### src/rtl/alu_writeback.sv
// ALU writeback stage: buffers register-file writes in a 2-entry FIFO and
// keeps the processor status register up to date.
// The PSR is loaded at accept time so the carry feedback is valid for the
// very next ALU operation, independent of how long the write takes to drain.
module alu_writeback (
    input  logic        clk,
    input  logic        reset,
    input  logic        in_valid,
    output logic        in_ready,
    input  logic [15:0] S,
    input  logic [4:0]  CLFZN,
    input  logic [3:0]  dest,
    input  logic        reg_we,
    input  logic        flag_we,
    output logic        wb_valid,
    input  logic        wb_ready,
    output logic [15:0] wb_data,
    output logic [3:0]  wb_addr,
    output logic [4:0]  psr,
    output logic        carry,
    output logic [15:0] wb_count
);

    localparam int DEPTH = 2;

    // FIFO state
    logic [1:0]  count_q, count_d;
    logic        wr_ptr_q, wr_ptr_d;
    logic        rd_ptr_q, rd_ptr_d;
    logic [15:0] data_q [DEPTH];
    logic [15:0] data_d [DEPTH];
    logic [3:0]  addr_q [DEPTH];
    logic [3:0]  addr_d [DEPTH];

    // Status and retire counter
    logic [4:0]  psr_q, psr_d;
    logic [15:0] wb_count_q, wb_count_d;

    logic accept;
    logic retire;
    logic push;

    // Handshake decode; in_ready depends only on registered occupancy
    always_comb begin
        in_ready = (count_q != 2'd2);
        wb_valid = (count_q != 2'd0);
        accept   = in_valid && in_ready;
        retire   = wb_valid && wb_ready;
        push     = accept && reg_we;
    end

    // Head presentation; zeroed when nothing is pending
    always_comb begin
        wb_data  = wb_valid ? data_q[rd_ptr_q] : 16'h0000;
        wb_addr  = wb_valid ? addr_q[rd_ptr_q] : 4'h0;
        psr      = psr_q;
        carry    = psr_q[4];
        wb_count = wb_count_q;
    end

    // Pointer, occupancy, status and counter next-state
    always_comb begin
        wr_ptr_d   = wr_ptr_q;
        rd_ptr_d   = rd_ptr_q;
        count_d    = count_q;
        psr_d      = psr_q;
        wb_count_d = wb_count_q;
        if (push) begin
            wr_ptr_d = ~wr_ptr_q;
        end
        if (retire) begin
            rd_ptr_d   = ~rd_ptr_q;
            wb_count_d = wb_count_q + 16'd1;
        end
        case ({push, retire})
            2'b10:   count_d = count_q + 2'd1;
            2'b01:   count_d = count_q - 2'd1;
            default: count_d = count_q;
        endcase
        if (accept && flag_we) begin
            psr_d = CLFZN;
        end
    end

    // Control registers; reset overrides any simultaneous accept or retire
    always_ff @(posedge clk) begin
        if (reset) begin
            count_q    <= 2'd0;
            wr_ptr_q   <= 1'b0;
            rd_ptr_q   <= 1'b0;
            psr_q      <= 5'd0;
            wb_count_q <= 16'd0;
        end else begin
            count_q    <= count_d;
            wr_ptr_q   <= wr_ptr_d;
            rd_ptr_q   <= rd_ptr_d;
            psr_q      <= psr_d;
            wb_count_q <= wb_count_d;
        end
    end

    // One storage slot per FIFO entry
    generate
        for (genvar gi = 0; gi < DEPTH; gi++) begin : g_entry
            // Load this slot when the write pointer selects it
            always_comb begin
                data_d[gi] = data_q[gi];
                addr_d[gi] = addr_q[gi];
                if (push && (wr_ptr_q == 1'(gi))) begin
                    data_d[gi] = S;
                    addr_d[gi] = dest;
                end
            end

            // Slot storage, cleared on reset so nothing stale survives
            always_ff @(posedge clk) begin
                if (reset) begin
                    data_q[gi] <= 16'h0000;
                    addr_q[gi] <= 4'h0;
                end else begin
                    data_q[gi] <= data_d[gi];
                    addr_q[gi] <= addr_d[gi];
                end
            end
        end
    endgenerate

endmodule

### config.mk
export PLATFORM = sky130hd
export DESIGN_NAME = alu_writeback
export DESIGN_NICKNAME = d
export VERILOG_FILES = /design/src/rtl/alu_writeback.sv
export SDC_FILE = /design/constraint.sdc
export NUM_CORES = 1
export LEC_CHECK = 0
export CORE_UTILIZATION = 38
export CTS_CLUSTER_DIAMETER = 100
export DETAILED_ROUTE_END_ITERATION = 10
export HOLD_SLACK_MARGIN = 0.02
export SLEW_MARGIN = 15
export SYNTH_ARGS = -nofsm -noshare
export SYNTH_HDL_FRONTEND = slang
export SYNTH_SLANG_ARGS = --single-unit
### constraint.sdc
create_clock -name clk -period 6.5 [get_ports clk]
set_input_delay 0.65 -clock clk [delete_from_list [all_inputs] [get_ports clk]]
set_output_delay 0.65 -clock clk [all_outputs]
set_load 0.03 [all_outputs]
=== Yosys cells after proc, flatten, opt, wreduce, memory -nomap -nowiden ===
Memory sizes are Yosys's and may differ from the RTL's. A register that Yosys moved wholly into a read port is not among the register bits.
Index checks and enable logic that the tools add are counted.

* $add $sub $neg: 3
* Equality and inequality tests: 5
* Muxes and demuxes: 18
* Bitwise gates (word level): 6
* Reduce and logical (&&, ||, !) cells: 10

{| class="wikitable"
|+ Operator list
! cell !! count
|-
| two-way mux 16 bit || 5
|-
| two-way mux 4 bit || 5
|-
| adder 16 x 1 -> 16 bit, second input constant || 1
|-
| two-way mux 1 bit || 7
|-
| logical AND 1 bit || 6
|-
| OR 1 bit || 4
|-
| case mux 2 bit (2 select lines) || 1
|-
| AND reduction 2 bit || 2
|-
| nonzero test 2 bit || 2
|-
| adder 2 x 1 -> 2 bit, second input constant || 1
|-
| == test 2 x 1 -> 1 bit, second input constant || 1
|-
| == test 2 bit, second input constant || 1
|-
| inequality test 1 bit, second input constant || 2
|-
| inequality test 2 bit, second input constant || 1
|-
| NOT 1 bit || 2
|-
| subtractor 2 x 1 -> 2 bit, second input constant || 1
|}

* Register bits after elaboration: 25
* RAM bits: 40
* Input bits: 31
* Word-level logic and storage cells: 49
* Memories kept: 2

{| class="wikitable"
|+ Memory list
! name !! depth !! width !! read ports !! clocked after memory_dff !! wr ports !! line !! RTL
|-
| data_q || 2 || 16 || 1 || 1 || 2 || 30 || <nowiki>logic [15:0] data_q [DEPTH];</nowiki>
|-
| addr_q || 2 || 4 || 1 || 1 || 2 || 32 || <nowiki>logic [3:0] addr_q [DEPTH];</nowiki>
|}

=== Logic depth before layout (Yosys ltp) ===
Gate-level depths: netlist of the first run.

* Depth after elaboration: 7
* Mapped depth: 7
* Gate-level depth less buffers: 6

=== Worst setup path before layout of the first run ===
Ideal clock, no wire load.

* Path kind: register -> register
* Start point: reg count_q[0]
* End point: mem addr_q[0][0], enable pin
* Arrival: 2,027 ps
* Setup slack: 4,072 ps
* Cell stages (with the launch flop): 5
* Path buffers: 1
* Period minus slack after synthesis: 2,428 ps
* Cell sequence: dfxtp_1 buf_4 nand2b_1 nand3_1 o21bai_1

{| class="wikitable"
|+ RTL lines
! what !! line !! RTL
|-
| start, declared || 27 || <nowiki>logic [1:0] count_q, count_d;</nowiki>
|-
| start signal, assigned || 94 || <nowiki>count_q <= count_d;</nowiki>
|-
| end, declared || 32 ||
|}

=== Worst setup path in the final report of the first run ===
* Start point: reg count_q[0]
* End point: out wb_addr[3]

* Longest elaborated chain between the ends: 2

{| class="wikitable"
|+ RTL lines
! what !! line !! RTL
|-
| nonzero test 2 bit || 46 || <nowiki>wb_valid = (count_q != 2'd0);</nowiki>
|-
| two-way mux 4 bit || 55 || <nowiki>wb_addr = wb_valid ? addr_q[rd_ptr_q] : 4'h0;</nowiki>
|-
| end, declared || 18 || <nowiki>output logic [3:0] wb_addr,</nowiki>
|}

Every way passes these cells.

==> impl_metrics.yaml, run 1 <==
cells_and_area:
  synthToLayoutAreaGrowth_pct: 34.2
  drive_above_1_share: 0.0629
  nets: 362
  final_cells: 433
  antennaDiodeCount: 0
detailed_routing:
  num_vias: 2035
  dr.pass1.iters: 4
  ant_nets: 0
  post_drt_wl_per_cell_um: 13.3
  wl_um: 5770
  drc_errors: 0
  viasPerCell: 4.70
  dr.first_iter.drc_count: 87
worst_hold_path:
  holdPathEnd: "wb_count[15]"
  worstHoldStart: "wb_count[15]"
  whs_path_depth: 2
  hp-class: "register to register"
place:
  dpl.hpwl_um: 3770
  pre_cts_ws_ps: 3760
  numPortBuffers: 74
  gp_congestion: 0.759
  placedCellCount: 417
logic_synthesis:
  synth_top_area_share: 0.415
  synth_nets: 289
  synth_area_per_cell_sq_um: 11.3
  syn_area_sq_um: 2900
  synth.distinct_cells: 29
  yosys.area.top_type: "edfxtp_1"
  synth_warnings: 0
  synth_ff_type: "edfxtp_1"
  synth_edf_count: 40
  ys_top_cells_by_area: "edfxtp_1 (41%), dfxtp_1 (18%), mux2i_1 (9.0%)"
  synthCells: 256
  seq_area_frac_synth: 0.594
  synth.most_common_cell: "nor2_1"
  yosys-top-cells-count: "nor2_1 (41), and2_1 (40), edfxtp_1 (40)"
  async_flop_share: 0
  synth-seq-cells: 66
cts:
  h-tree-depth: 3
  cts_setup_buffers: 0
  cts-root-buf: "clkbuf_8"
  path_clk_slew_ps: 70
  clk_latency_ps: 330
  cts_tree: "built"
  ctsHoldBuffers: 0
  cts_buffers: 9
  clockBufferDepth: 2
  cts_resized: 0
  cts_sinks: 66
power:
  p_leak_uw: 0.00137
  vdd_drop_max_mv: 0.139
  p_clk_frac: 0.238
  p_int_uw: 785
  p_seq_frac: 0.428
  switching_power_uw: 403
  combinationalPowerShare: 0.335
  p_per_area_nw_per_um2: 305
  switching_share: 0.339
floorplanning:
  die_area_sq_um: 7980
  core_area_sq_um: 7330
  die_w_um: 89.3
  initial_utilization: 0.395
  die_h_um: 89.3
  row_count: 31
  ios: 75
sta:
  fmax_ghz: 0.347
  rsz0062_at_grt: "no"
  fin_skew_ps: 7.95
  slew_violations: 0
  post-route-min-period_ps: 2880
  hold_viol: 0
  setup_ws_ps: 3620
  min_period_over_period: 0.443
  tightest_slew_ps: 1090
  finalSetupTns_ps: 0
  finalSetupViolCount: 0
  slew_headroom: 0.271
critical_path:
  worst_setup_path_end_kind: "primary output"
  reg2reg_from: "count_q[0]"
  reg2reg_slack_ps: 4190
  crit_slowest_cell: "nor2_2"
  cp_max_fo: 21
  max_stage_delay_ps: 700
  cp_data_arrival_time_ps: 2230
  reg2regPathDepth: 3
  crit_type: "register to primary output"
  crit_chain: "nor2_2 > nor2_1 > clkdlybuf4s50_1"
  required_ps: 5850
  crit_path_start_kind: "register"
  cpLargestDelayFamily: "simple AND/OR/NAND/NOR gates"
  path_buf_inv: 1
  timing.rr.end: "addr_q[0][2]"
run_status:
  outcome: "complete, no violations"
job:
  maxCapViolCount: 0
global_routing:
  grt-ovfl-total: 0
  antenna_found_initial: 0
  grt.total_usage: 0.157
  grt_pass1_vias: 1980
  grt_start_max_net_pins: 31
  grt_pass1_wl_um: 9220
worst reg2reg max path: stages, from the launching register on:
cell and delay (ps):
dfxtp_1 490, nand2b_1 230, nand3_1 270, o21bai_2 930
kinds of logic (layout without fill, tap and decap cells):
logic type / count (synthesis) / in the layout / synth area share
buffers and inverters: 17 / 95 / 0.0246
AO/OA/AOI/OAI: 17 / 17 / 0.0367
XOR/XNOR: 14 / 14 / 0.0423
AND/OR/NAND/NOR: 114 / 114 / 0.204
multiplexers: 26 / 26 / 0.0898
adder cells (fa/ha/maj): 2 / 2 / 0.00863
flip-flops: 66 / 66 / 0.594
registers in the layout (all words and copies together) (netlist names), named ones only:
register  cells
data_q       32
psr           5
addr_q        8
count_q       2
wr_ptr_q      1
rd_ptr_q      1
wb_count     16
placed cells by master (no fill, tap or decap), drive strengths merged, types with 5 or more instances in the layout:
cell,n
a21oi,6
nand2,6
nor2,41
nand3,6
mux2i,26
clkbuf,12
edfxtp,40
or3,7
clkdlybuf4s50,74
o21ai,6
xnor2,9
xor2,5
dfxtp,26
and2,40
power by group through the flow:
stage                     combinational (uW)  clock (uW)  sequential [uW]
after floorplan                          257           0              517
after global placement                   398           0              516
after detailed placement                 404           0              517
after CTS                                405         293              508
after global routing                     430         312              513
final                                    398         282              508
how the worst max path moves through the flow:
stage	from	end	slack, ps	depth (start not counted)
6_report	count_q[0]	wb_addr[3]	3620	3
5_1_grt	count_q[0]	wb_addr[3]	3470	3
4_1_cts	count_q[0]	wb_addr[3]	3540	3
3_5_place_dp	in_valid	data_q[0][3]	3760	3
3_3_place_gp	in_valid	addr_q[0][0]	3780	3
2_1_floorplan	count_q[0]	addr_q[0][0]	4070	4
final cells by class:
type | count | area, sq um
fillers | 654 | 3440
flip-flops and latches | 66 | 1720
multi-input cells | 173 | 1120
repair buffers | 76 | 756
clock buffers | 12 | 135
well taps | 99 | 124
clock inverters | 4 | 20.0
inverters | 3 | 11.3
metrics by stage:
step | utilization | area (sq um) | total power [uW] | hold WS (ps)
finish | 0.530 | 3890 | 1190 | 486
global route | 0.530 | 3890 | 1260 | 524
CTS | 0.530 | 3890 | 1210 | 492
detailed placement | 0.509 | 3730 | 921 | 479
global placement | 0.509 | 3730 | 914 | 468
floorplan | - | 2900 | 773 | 481
routing by layer:
layer,up-vias,routed length [um],track usage
met5,-,0,0
met4,0,106,0.0779
met3,10,263,0.0379
met2,53,2640,0.251
met1,942,2760,0.199
li1,1030,-,-
Note: power is estimated with default switching activity, not from simulation.
==> run 2, diff against run 1 <==
Clock period 6.5 ns to 2.7 ns, I/O delays scaled along.
==> impl_metrics.yaml, run 2 (synthesis results as in run 1) <==
cells_and_area:
  nFillCells: 676
  final_common_cell: "clkdlybuf4s50_1"
  synthToLayoutAreaGrowth_pct: 35.4
  final_cell_mix: "clkdlybuf4s50_1 (74), nor2_1 (40), and2_1 (40), edfxtp_1 (40)"
  antennaDiodeCount: 0
  nets: 367
  largest_register: "data_q"
  drive_above_1_share: 0.0737
  largest_reg_flops: 32
critical_path:
  cp_max_fo: 21
  crit_slowest_cell: "nor2_2"
  max_stage_delay_ps: 710
  startpoint: "count_q[0]"
  crit_chain: "nor2_2 > nor2_1 > clkdlybuf4s50_1"
  worst_setup_path_end_kind: "primary output"
  crit_path_start_kind: "register"
  crit_type: "register to primary output"
  required_ps: 2430
  reg2reg_from: "count_q[0]"
  cp_data_arrival_time_ps: 2190
sta:
  post-route-min-period_ps: 2460
  fmax_ghz: 0.406
  min_period_over_period: 0.911
  finalSetupTns_ps: 0
  rsz0062_at_grt: "no"
  slew_headroom: 0.423
  finalSetupViolCount: 0
  slew_violations: 0
  hold_viol: 0
  fin_skew_ps: 4.03
  timing.hold.ws_ps: 483
  tightest_slew_ps: 864
global_routing:
  grt_start_max_net_pins: 22
  antenna_found_initial: 0
  grt.total_usage: 0.163
  grt_pass1_vias: 1950
  grt-ovfl-total: 0
  grt_pass1_wl_um: 9430
floorplanning:
  initial_utilization: 0.395
  core_area_sq_um: 7330
  die_area_sq_um: 7980
  die_h_um: 89.3
  row_count: 31
  ios: 75
  die_w_um: 89.3
power:
  vdd_drop_max_mv: 0.353
  p_leak_uw: 0.00140
  p_per_area_nw_per_um2: 727
cts:
  clockBufferDepth: 2
  ctsHoldBuffers: 0
  cts_resized: 0
  cts_sinks: 66
  path_clk_slew_ps: 60
  cts_buffers: 9
  cts_setup_buffers: 0
  h-tree-depth: 3
  cts-root-buf: "clkbuf_8"
  cts_tree: "built"
  clk_latency_ps: 330
place:
  numPortBuffers: 74
  gp_congestion: 0.787
  dpl.hpwl_um: 3880
detailed_routing:
  ant_nets: 0
  dr.first_iter.drc_count: 61
  viasPerCell: 4.72
  num_vias: 2066
  wl_um: 5920
  post_drt_wl_per_cell_um: 13.5
  dr.pass1.iters: 4
  drc_errors: 0
worst_hold_path:
  worstHoldStart: "wb_count[15]"
  hp-class: "register to register"
job:
  maxCapViolCount: 0
run_status:
  outcome: "complete, no violations"
==> run 2: worst paths after layout <==
path,to,slack (ps),cells past startpoint
max,wb_data[1],240,3
min,wb_count[15],480,2
max reg2reg,count_q[1],750,5
min reg2reg,wb_count[15],480,2
==> run 2: routing by layer <==
layer	global-route usage	vias to the layer above	share of wire
li1	-	1041	-
met1	0.207	959	0.45
met2	0.259	56	0.48
met3	0.0397	10	0.054
met4	0.0823	0	0.019
met5	0	-	0
==> run 2: final cells by class <==
class	count	area (sq um)	area share
repair buffers	81	793	0.202
flip-flops and latches	66	1720	0.439
inverters	3	11.3	0.00287
multi-input cells	173	1120	0.286
clock buffers	12	135	0.0344
clock inverters	4	18.8	0.00478
well taps	99	124	0.0316
==> run 2: power breakdown <==
part	switching [uW]	internal [uW]	total, uW
registers	58.9	1160	1220
logic	556	405	961
clock network	344	326	670
total	959	1890	2850
==> run 2: worst max-delay path: cells and delay by family (launching register included) <==
kind,cells,cell delay [ps]
AND/OR/NAND/NOR,2,840
buffers and inverters,1,630
flip-flops,1,390
==> run 2: through the flow <==
step,area (sq um),power [uW],std cells,setup WS [ps],utilization
2_1_floorplan,2900,1860,256,272,-
3_3_place_gp,3770,2210,422,579,0.514
3_5_place_dp,3770,2220,422,502,0.514
4_1_cts,3930,2900,438,137,0.535
5_1_grt,3930,3020,438,37.2,0.535
6_report,3930,2850,438,239,0.535
